--- config.mk ---
export PLATFORM = sky130hd
export DESIGN_NAME = sprite_rom_arbiter
export DESIGN_NICKNAME = d
export VERILOG_FILES = /design/src/rtl/sprite_rom_arbiter.sv
export SDC_FILE = /design/constraint.sdc
export NUM_CORES = 1
export LEC_CHECK = 0
export ABC_AREA = 1
export BUFFER_PORTS_ARGS = -buffer_cell sky130_fd_sc_hd__buf_2
export CAP_MARGIN = 20
export CORE_MARGIN = 2
export CORE_UTILIZATION = 45
export CTS_CLUSTER_DIAMETER = 150
export DETAILED_ROUTE_END_ITERATION = 10
export HOLD_SLACK_MARGIN = 0.1
export PLACE_DENSITY = 0.86
export SYNTH_ARGS = -nofsm -noshare
export SYNTH_HDL_FRONTEND = slang
export SYNTH_SLANG_ARGS = --single-unit
--- constraint.sdc ---
create_clock -name clk_i -period 5.4 [get_ports clk_i]
set_input_delay 1.08 -clock clk_i [delete_from_list [all_inputs] [get_ports clk_i]]
set_output_delay 1.08 -clock clk_i [all_outputs]
set_load 0.005 [all_outputs]
--- src/rtl/sprite_rom_arbiter.sv ---
// sprite_rom_arbiter
// Shares one single-port sprite ROM among NUM_REQ sprite renderers using
// round-robin arbitration. Each accepted fetch is tagged with the winner's
// index, and the tag travels alongside the ROM access so the returning pixel
// can be routed back to whoever asked for it. A transparency flag is raised
// when a returned pixel matches the colour key.
//
// Ports:
//   clk_i             system clock, rising edge
//   rst_i             asynchronous active-high reset
//   req_i             per-requester fetch request, sampled every edge
//   req_addr_i        flattened addresses, requester i at [i*ADDR_W +: ADDR_W]
//   gnt_o             one-hot grant, high the cycle after acceptance
//   rom_addr_o        registered ROM address
//   rom_data_i        ROM read data
//   rsp_valid_o       response valid
//   rsp_id_o          owner of the current response (0 when idle)
//   rsp_data_o        pixel, combinational pass-through of rom_data_i
//   rsp_transparent_o response valid and pixel equals KEY_COLOR
module sprite_rom_arbiter #(
    parameter int unsigned       NUM_REQ     = 4,
    parameter int unsigned       ADDR_W      = 19,
    parameter int unsigned       DATA_W      = 24,
    parameter int unsigned       ROM_LATENCY = 1,
    parameter logic [DATA_W-1:0] KEY_COLOR   = 24'hFF00FF
) (
    input  logic                        clk_i,
    input  logic                        rst_i,
    input  logic [NUM_REQ-1:0]          req_i,
    input  logic [NUM_REQ*ADDR_W-1:0]   req_addr_i,
    output logic [NUM_REQ-1:0]          gnt_o,
    output logic [ADDR_W-1:0]           rom_addr_o,
    input  logic [DATA_W-1:0]           rom_data_i,
    output logic                        rsp_valid_o,
    output logic [$clog2(NUM_REQ)-1:0]  rsp_id_o,
    output logic [DATA_W-1:0]           rsp_data_o,
    output logic                        rsp_transparent_o
);

    localparam int unsigned ID_W  = $clog2(NUM_REQ);
    localparam int unsigned IDX_W = ID_W + 1;

    // Arbitration state and issue stage
    logic [ID_W-1:0]    rr_ptr_q,    rr_ptr_d;
    logic [NUM_REQ-1:0] gnt_q,       gnt_d;
    logic [ADDR_W-1:0]  rom_addr_q,  rom_addr_d;
    logic               iss_valid_q, iss_valid_d;
    logic [ID_W-1:0]    iss_tag_q,   iss_tag_d;

    // Response pipeline matching the ROM latency
    logic [ROM_LATENCY-1:0] pipe_valid_q;
    logic [ID_W-1:0]        pipe_tag_q [ROM_LATENCY];

    // Combinational arbitration results
    logic               any_req_c;
    logic [ID_W-1:0]    winner_c;
    logic [IDX_W-1:0]   idx_c;
    logic [ADDR_W-1:0]  addr_sel_c;

    // Round-robin search: first set request at or after rr_ptr, with wrap
    always_comb begin
        any_req_c = 1'b0;
        winner_c  = '0;
        idx_c     = '0;
        for (int unsigned k = 0; k < NUM_REQ; k++) begin
            idx_c = {1'b0, rr_ptr_q} + IDX_W'(k);
            if (idx_c >= IDX_W'(NUM_REQ)) begin
                idx_c = idx_c - IDX_W'(NUM_REQ);
            end
            if (!any_req_c && req_i[idx_c[ID_W-1:0]]) begin
                any_req_c = 1'b1;
                winner_c  = idx_c[ID_W-1:0];
            end
        end
    end

    // Address mux for the winning requester
    always_comb begin
        addr_sel_c = '0;
        for (int unsigned i = 0; i < NUM_REQ; i++) begin
            if (winner_c == ID_W'(i)) begin
                addr_sel_c = req_addr_i[i*ADDR_W +: ADDR_W];
            end
        end
    end

    // Next-state for grant, ROM address, pointer and issue stage
    always_comb begin
        gnt_d       = '0;
        rom_addr_d  = rom_addr_q;
        rr_ptr_d    = rr_ptr_q;
        iss_valid_d = 1'b0;
        iss_tag_d   = '0;
        if (any_req_c) begin
            gnt_d       = NUM_REQ'(1) << winner_c;
            rom_addr_d  = addr_sel_c;
            iss_valid_d = 1'b1;
            iss_tag_d   = winner_c;
            if (winner_c == ID_W'(NUM_REQ - 1)) begin
                rr_ptr_d = '0;
            end else begin
                rr_ptr_d = winner_c + ID_W'(1);
            end
        end
    end

    // State registers
    always_ff @(posedge clk_i or posedge rst_i) begin
        if (rst_i) begin
            rr_ptr_q    <= '0;
            gnt_q       <= '0;
            rom_addr_q  <= '0;
            iss_valid_q <= 1'b0;
            iss_tag_q   <= '0;
        end else begin
            rr_ptr_q    <= rr_ptr_d;
            gnt_q       <= gnt_d;
            rom_addr_q  <= rom_addr_d;
            iss_valid_q <= iss_valid_d;
            iss_tag_q   <= iss_tag_d;
        end
    end

    // Delay (valid, tag) by ROM_LATENCY edges so it lines up with rom_data_i
    always_ff @(posedge clk_i or posedge rst_i) begin
        if (rst_i) begin
            pipe_valid_q <= '0;
            for (int unsigned i = 0; i < ROM_LATENCY; i++) begin
                pipe_tag_q[i] <= '0;
            end
        end else begin
            pipe_valid_q[0] <= iss_valid_q;
            pipe_tag_q[0]   <= iss_tag_q;
            for (int unsigned i = 1; i < ROM_LATENCY; i++) begin
                pipe_valid_q[i] <= pipe_valid_q[i-1];
                pipe_tag_q[i]   <= pipe_tag_q[i-1];
            end
        end
    end

    assign gnt_o             = gnt_q;
    assign rom_addr_o        = rom_addr_q;
    assign rsp_valid_o       = pipe_valid_q[ROM_LATENCY-1];
    // Tag is forced to zero on idle issue, so the id reads 0 when no response
    assign rsp_id_o          = pipe_tag_q[ROM_LATENCY-1];
    assign rsp_data_o        = rom_data_i;
    assign rsp_transparent_o = rsp_valid_o && (rom_data_i == KEY_COLOR);

endmodule

## Yosys cells after proc, flatten, opt, wreduce, memory -nomap -nowiden

Index checks and enable logic that the tools add are counted.
Widths: inputs -> output; s select.

- Add/sub/neg operators: 8
- $lt $le $gt $ge: 8
- Equality and inequality tests: 4
- Shifts and indexed selects: 1
- Multiplexer cells: 28
- Reductions and logical operators: 8

Operators with widths:

| cell | number |
|---|---|
| $mux 19 | 4 |
| $eq 24x24->1 const B | 1 |
| $mux 2 | 10 |
| $lt 2x3->1 const B | 4 |
| $ge 3x3->1 const B | 3 |
| $mux 1 | 9 |
| $bmux 1 s2 | 4 |
| $sub 2x1->2 const B | 4 |
| $add 2x2->3 const B | 2 |
| $eq 2x2->1 const B | 2 |
| $logic_and 1x1->1 | 4 |
| $mux 4 | 1 |
| $shl 1x2->4 const A | 1 |
| $add 2x1->3 const B | 1 |
| $ge 2x3->1 const B | 1 |
| $logic_not 1->1 | 3 |
| $add 2x1->2 const B | 1 |
| $eq 2x1->1 const B | 1 |
| $logic_not 2->1 | 1 |

- Bits in registers: 31
- Input port bits: 106
- Output and inout port bits: 51
- Logic and storage cells: 64

## Depth between registers and ports, before layout

- Word-level depth: 19
- Depth in mapped cells: 20

## Worst setup path before layout

Ideal clock, no wire load.

- Path type: input to register
- Start point: in req_i[3]
- End point: reg rom_addr_q[11], in the netlist rom_addr_o[11]
- Library setup time: 0.065 ns
- Arrival: 2.999 ns
- Data required time: 5.335 ns
- Slack: 2.337 ns
- Stages on the path: 17
- Buffers on the path: 1
- Cell sequence: inv_1 -> nand2_1 -> nand3_1 -> nand2_2 -> nor2_4 -> nand3_4 -> nand3_1 -> inv_1 -> ha_1 -> nor2_2 -> buf_2 -> nand2_1 -> nand2_1 -> o21ai_0 -> o21ai_0 -> nand2_1 -> nand2_1

- Cells in the longest elaborated chain, start to end: 17
- Elaborated cells on any way between the ends: 30
- Those cells by class: eq/ne (3); mux (20); reduce/logical (7)

Ends and longest elaborated chain:

| element | RTL line | text |
|---|---|---|
| start, declared | 29 | `input logic [NUM_REQ-1:0] req_i,` |
| $bmux 1 s2 | 70 | `if (!any_req_c && req_i[idx_c[ID_W-1:0]]) begin` |
| $mux 1 (implied by the code) | 70 |  |
| $mux 1 | 70 |  |
| $logic_not 1->1 | 70 |  |
| $logic_and 1x1->1 | 70 |  |
| $mux 1 | 70 |  |
| $logic_not 1->1 | 70 |  |
| $logic_and 1x1->1 | 70 |  |
| $mux 1 | 70 |  |
| $logic_not 1->1 | 70 |  |
| $logic_and 1x1->1 | 70 |  |
| $mux 2 | 70 |  |
| $logic_not 2->1 | 81 | `if (winner_c == ID_W'(i)) begin` |
| $mux 19 (4 in a row) | 81 |  |
| end signal, assigned | 118 | `rom_addr_q <= rom_addr_d;` |
| end, declared | 46 | `logic [ADDR_W-1:0] rom_addr_q, rom_addr_d;` |

Several ways; a longest one is shown, not always the timed one. The select of a mux whose other input is x is not followed.
A chain may end at the register's enable or synchronous reset.

## Worst setup path in the final report

- Start point: in req_i[0]
- End point: reg rom_addr_q[2], in the netlist rom_addr_o[2]

The elaborated chain is that of the path after synthesis.

==> report_table.html <==
<table>
<tr><th>Metric</th><th>Value</th></tr>
<tr><th colspan="2">Synthesis</th></tr>
<tr><td>Cell Area, Synth</td><td>2253 sq um</td></tr>
<tr><td>Count of yosys warnings during synthesis</td><td>0</td></tr>
<tr><td>Post-Synthesis Net Count</td><td>448</td></tr>
<tr><td>Portion of synthesized cell area occupied by the leading cell type</td><td>34.43%</td></tr>
<tr><td>Number of flops mapped to enable cells by yosys</td><td>0</td></tr>
<tr><td>Synth Instances</td><td>338</td></tr>
<tr><td>Share of flip-flops with an asynchronous set or reset</td><td>100.0%</td></tr>
<tr><td>Most used flip-flop cell after synthesis</td><td>dfrtp_1</td></tr>
<tr><td>Top-count cell post-synth</td><td>nand2_1</td></tr>
<tr><td>Fraction of the yosys area taken by sequential cells</td><td>34.43%</td></tr>
<tr><td>Cell types with the highest counts after synthesis</td><td>nand2_1, o21ai_0, nand3_1</td></tr>
<tr><td>Top cells by area in the synthesized netlist</td><td>dfrtp_1, nand2_1, o21ai_0</td></tr>
<tr><td>Flops &amp; latches, synth</td><td>31</td></tr>
<tr><td>Cell type contributing the most total cell area after synthesis</td><td>dfrtp_1</td></tr>
<tr><td>Synthesized area divided by synthesized cell count</td><td>6.667 sq um</td></tr>
<tr><td>Number of different library cells in the post-synthesis netlist</td><td>23</td></tr>
<tr><th colspan="2">Routing</th></tr>
<tr><td>Count of unresolved DRC violations after routing</td><td>0</td></tr>
<tr><td>Via count</td><td>2548</td></tr>
<tr><td>Number of iterations in the first detailed-routing pass</td><td>4</td></tr>
<tr><td>Final routed wirelength across all metal layers</td><td>6339 um</td></tr>
<tr><td>Number of violations reported at the end of detailed-routing iteration 0</td><td>68</td></tr>
<tr><td>Vias per std cell</td><td>4.826</td></tr>
<tr><td>Routed Antenna Nets</td><td>0</td></tr>
<tr><td>Post-DR wirelength/cell</td><td>12.01 um</td></tr>
<tr><th colspan="2">Floorplan</th></tr>
<tr><td>Effective utilization at floorplan</td><td>47.08%</td></tr>
<tr><td>I/O pins</td><td>157</td></tr>
<tr><td>DIE WIDTH</td><td>74.77 um</td></tr>
<tr><td>Area of the core region</td><td>4786 sq um</td></tr>
<tr><td>Core Rows</td><td>25</td></tr>
<tr><td>Vertical extent of the die</td><td>74.77 um</td></tr>
<tr><td>Floorplan die area</td><td>5590 sq um</td></tr>
<tr><th colspan="2">Timing</th></tr>
<tr><td>Smallest setup slack after layout</td><td>1287 ps</td></tr>
<tr><td>Final count of pins violating max slew</td><td>0</td></tr>
<tr><td>Clock period minus worst slack</td><td>4113 ps</td></tr>
<tr><td>Slew at the pin with the worst max-slew slack</td><td>1031 ps</td></tr>
<tr><td>Max Clk Rate</td><td>0.2431 GHz</td></tr>
<tr><td>Worst max-slew margin expressed relative to the limit</td><td>30.86%</td></tr>
<tr><td>Setup TNS</td><td>0 ps</td></tr>
<tr><td>RSZ-0062 raised after global routing</td><td>no</td></tr>
<tr><td>Final setup violation count</td><td>0</td></tr>
<tr><td>Share of the clock period used by the worst path after layout</td><td>76.17%</td></tr>
<tr><td>Final Hold Viols</td><td>0</td></tr>
<tr><td>Worst setup skew after layout</td><td>3.311 ps</td></tr>
<tr><th colspan="2">Worst setup path</th></tr>
<tr><td>Critical-path maximum fanout</td><td>28</td></tr>
<tr><td>Kind of end point of the critical path</td><td>flip-flop</td></tr>
<tr><td>Top cell family by delay on the critical path</td><td>simple AND/OR/NAND/NOR gates</td></tr>
<tr><td>Number of buffer and inverter instances along the worst setup path</td><td>3</td></tr>
<tr><td>Cell at the slowest stage of the critical path</td><td>nor2_2</td></tr>
<tr><td>Most used cell along the critical path</td><td>nand2_1</td></tr>
<tr><td>Critical Path Max Stage Delay</td><td>660 ps</td></tr>
<tr><td>Critical path launch point type</td><td>input port</td></tr>
<tr><td>Critical path cell sequence</td><td>buf_2 -&gt; nand2_1 -&gt; nand2_1 -&gt; nand2_1 -&gt; o21ai_1 -&gt; inv_2 -&gt; nand3_4 -&gt; nand3_1 -&gt; inv_1 -&gt; ha_1 -&gt; nor2_2 -&gt; nand2_1 -&gt; nand2_1 -&gt; o21ai_0 -&gt; o21ai_0 -&gt; nand2_1 -&gt; nand2_1</td></tr>
<tr><td>CP Data Arrival Time</td><td>4320 ps</td></tr>
<tr><td>Critical Setup Path Class</td><td>input port to flip-flop</td></tr>
<tr><td>Worst Path Required</td><td>5610 ps</td></tr>
<tr><th colspan="2">Power and ir drop</th></tr>
<tr><td>Leakage</td><td>1.732 nW</td></tr>
<tr><td>Switching power</td><td>1.259 mW</td></tr>
<tr><td>Net switching share of the total power</td><td>53.12%</td></tr>
<tr><td>Cell-internal power</td><td>1.111 mW</td></tr>
<tr><td>Portion of total power attributed to sequential cells</td><td>18.4%</td></tr>
<tr><td>Logic pwr share</td><td>75.0%</td></tr>
<tr><td>Power Density</td><td>800.8 nW/um^2</td></tr>
<tr><td>Worst vdd ir</td><td>0.0005708 V</td></tr>
<tr><td>Part of the power in the clock network</td><td>6.5%</td></tr>
<tr><th colspan="2">Clocking</th></tr>
<tr><td>CTS clk-pin slew, worst paths</td><td>60 ps</td></tr>
<tr><td>Total clock sinks</td><td>31</td></tr>
<tr><td>Number of buffers inserted for hold repair after clock tree synthesis</td><td>0</td></tr>
<tr><td>Inserted Clock Buffers</td><td>5</td></tr>
<tr><td>Number of instances resized during post-cts repair</td><td>0</td></tr>
<tr><td>Post-CTS Setup Inserts</td><td>0</td></tr>
<tr><td>Level count of the clock H-tree</td><td>2</td></tr>
<tr><td>Clk_lat worst skew</td><td>270 ps</td></tr>
<tr><td>Deepest clock path buffer count</td><td>2</td></tr>
<tr><td>CTS tree</td><td>built</td></tr>
<tr><td>Root buffer selected by CTS</td><td>clkbuf_8</td></tr>
<tr><th colspan="2">Job</th></tr>
<tr><td>Count of max-cap constraint violations</td><td>0</td></tr>
<tr><th colspan="2">Cells and area</th></tr>
<tr><td>Number of nets in the layout</td><td>572</td></tr>
<tr><td>Final core utilization</td><td>61.86%</td></tr>
<tr><td># fillers</td><td>447</td></tr>
<tr><td>ANT cells</td><td>0</td></tr>
<tr><td>Share of final-layout standard cells stronger than drive strength 1</td><td>37.96%</td></tr>
<tr><td>Count of non-filler cells in the finished layout</td><td>528</td></tr>
<tr><td>Area growth, synth to finish</td><td>31.37%</td></tr>
<tr><th colspan="2">Placement</th></tr>
<tr><td>Detail Placement HPWL</td><td>5260 um</td></tr>
<tr><td>Setup slack at placement</td><td>1017 ps</td></tr>
<tr><td>Global placer's final weighted congestion</td><td>0.8599</td></tr>
<tr><td>I/O Buffers</td><td>156</td></tr>
<tr><td>Placed Cells</td><td>521</td></tr>
<tr><th colspan="2">Global routing</th></tr>
<tr><td>Global routing met1 resource utilization</td><td>26.38%</td></tr>
<tr><td>Largest net degree at the start of global routing</td><td>40</td></tr>
<tr><td>Met2 Resource Use GR</td><td>41.99%</td></tr>
<tr><td>Congestion Overflow GR</td><td>0</td></tr>
<tr><td>Vias in the first global route</td><td>2300</td></tr>
<tr><td>Number of antenna violations at the first check in global routing</td><td>0</td></tr>
<tr><td>Most crowded layer after global routing</td><td>met2</td></tr>
<tr><td>Wire length of the first global-routing pass</td><td>9660 um</td></tr>
<tr><td>Overall track demand over capacity in global routing</td><td>22.76%</td></tr>
<tr><td>Met3 Track Usage GR</td><td>4.016%</td></tr>
<tr><th colspan="2">Hold path</th></tr>
<tr><td>Class of the most critical hold timing path</td><td>flip-flop to flip-flop</td></tr>
<tr><th colspan="2">Outcome</th></tr>
<tr><td>Result of the run</td><td>complete, no violations</td></tr>
</table>
-- power groups by stage --
stage / clock [mW] / sequential [mW] / combinational, mW
2_1_floorplan: 0 / 0.431 / 1.40
3_3_place_gp: 0 / 0.442 / 1.70
3_5_place_dp: 0 / 0.444 / 1.75
4_1_cts: 0.160 / 0.440 / 1.76
5_1_grt: 0.170 / 0.448 / 2.09
6_report: 0.155 / 0.437 / 1.78
-- per-layer routing --
layer,wire [um],share of wire (%),vias to the layer above
met5,0,0,-
met4,102,1.6,0
met2,3239,51,132
met1,2483,39,1102
met3,513,8.1,10
li1,-,-,1304
-- through the flow --
stage          area, sq um  hold slack, ps  total power [mW]
6_report              2960           349.6             2.371
5_1_grt               2960           364.4             2.705
4_1_cts               2945           352.4             2.362
3_5_place_dp          2873           339.5             2.196
3_3_place_gp          2845           335.0             2.144
2_1_floorplan         2253           331.2             1.829
-- worst paths after layout --
path                                    from  depth (start not counted)  slack (ps)        endpoint
worst min-delay path            iss_tag_q[0]                          0         350     rsp_id_o[0]
worst max-delay path                req_i[0]                         17        1290   rom_addr_o[2]
worst min register to register  iss_tag_q[0]                          0         350     rsp_id_o[0]
max in group asynchronous              rst_i                          3        4130  rom_addr_o[16]
worst max register to register   rr_ptr_q[0]                         17        1520   rom_addr_o[2]
min in group asynchronous              rst_i                          2         810     rsp_id_o[0]
-- flip-flops by register name, summed over array words and instances (netlist names) --
name / flops
gnt_o: 4
iss_tag_q: 2
rr_ptr_q: 2
rom_addr_o: 19
rsp_valid_o: 1
iss_valid_q: 1
rsp_id_o: 2
-- worst reg2reg max path, cell delays in order (launching register included) --
cell and delay [ps]:
dfrtp_1 560, inv_4 110, nand2_1 80, nand2_1 80, nand2_1 70, o21ai_1 80, inv_2 280, nand3_4 330
nand3_1 300, inv_1 100, ha_1 470, nor2_2 670, nand2_1 110, nand2_1 90, o21ai_0 80, o21ai_0 250
nand2_1 100, nand2_1 80
-- layout make-up --
cell class                 count  area, sq um  share of cell area, %
inverter                      22        85.08                  2.874
sequential                    31        775.7                  26.20
tap                           67        83.83                  2.832
clock buffer                   6        72.57                  2.451
multi-input combinational    244         1120                  37.83
timing repair buffer         158        823.3                  27.81
-- cell usage in the layout (no fill, tap or decap) --
| cell | n |
|---|---|
| buf_2 | 156 |
| nand2_1 | 129 |
| o21ai_0 | 37 |
| nand3_1 | 35 |
| dfrtp_1 | 31 |
| a21oi_1 | 19 |
| inv_1 | 18 |
| nor2_1 | 5 |
| clkbuf_8 | 5 |
| nand2_2 | 4 |
| ha_1 | 4 |
| inv_2 | 3 |
| o21ai_1 | 3 |
| nand4_1 | 2 |
| inv_4 | 1 |
| nor3_2 | 1 |
| nor2_4 | 1 |
| nand3_4 | 1 |
| nor2_2 | 1 |
| nor3_1 | 1 |
| nor4b_1 | 1 |
| clkbuf_1 | 1 |
| buf_16 | 1 |
| buf_8 | 1 |
-- cell families after synthesis --
logic type	after synthesis	synth area share (%)
AO/OA/AOI/OAI	59	13.10
flip-flops	31	34.43
buffers and inverters	63	15.88
AND/OR/NAND/NOR	181	34.37
adder cells (fa/ha/maj)	4	2.221
No activity file was read; power rests on OpenSTA's default activity.
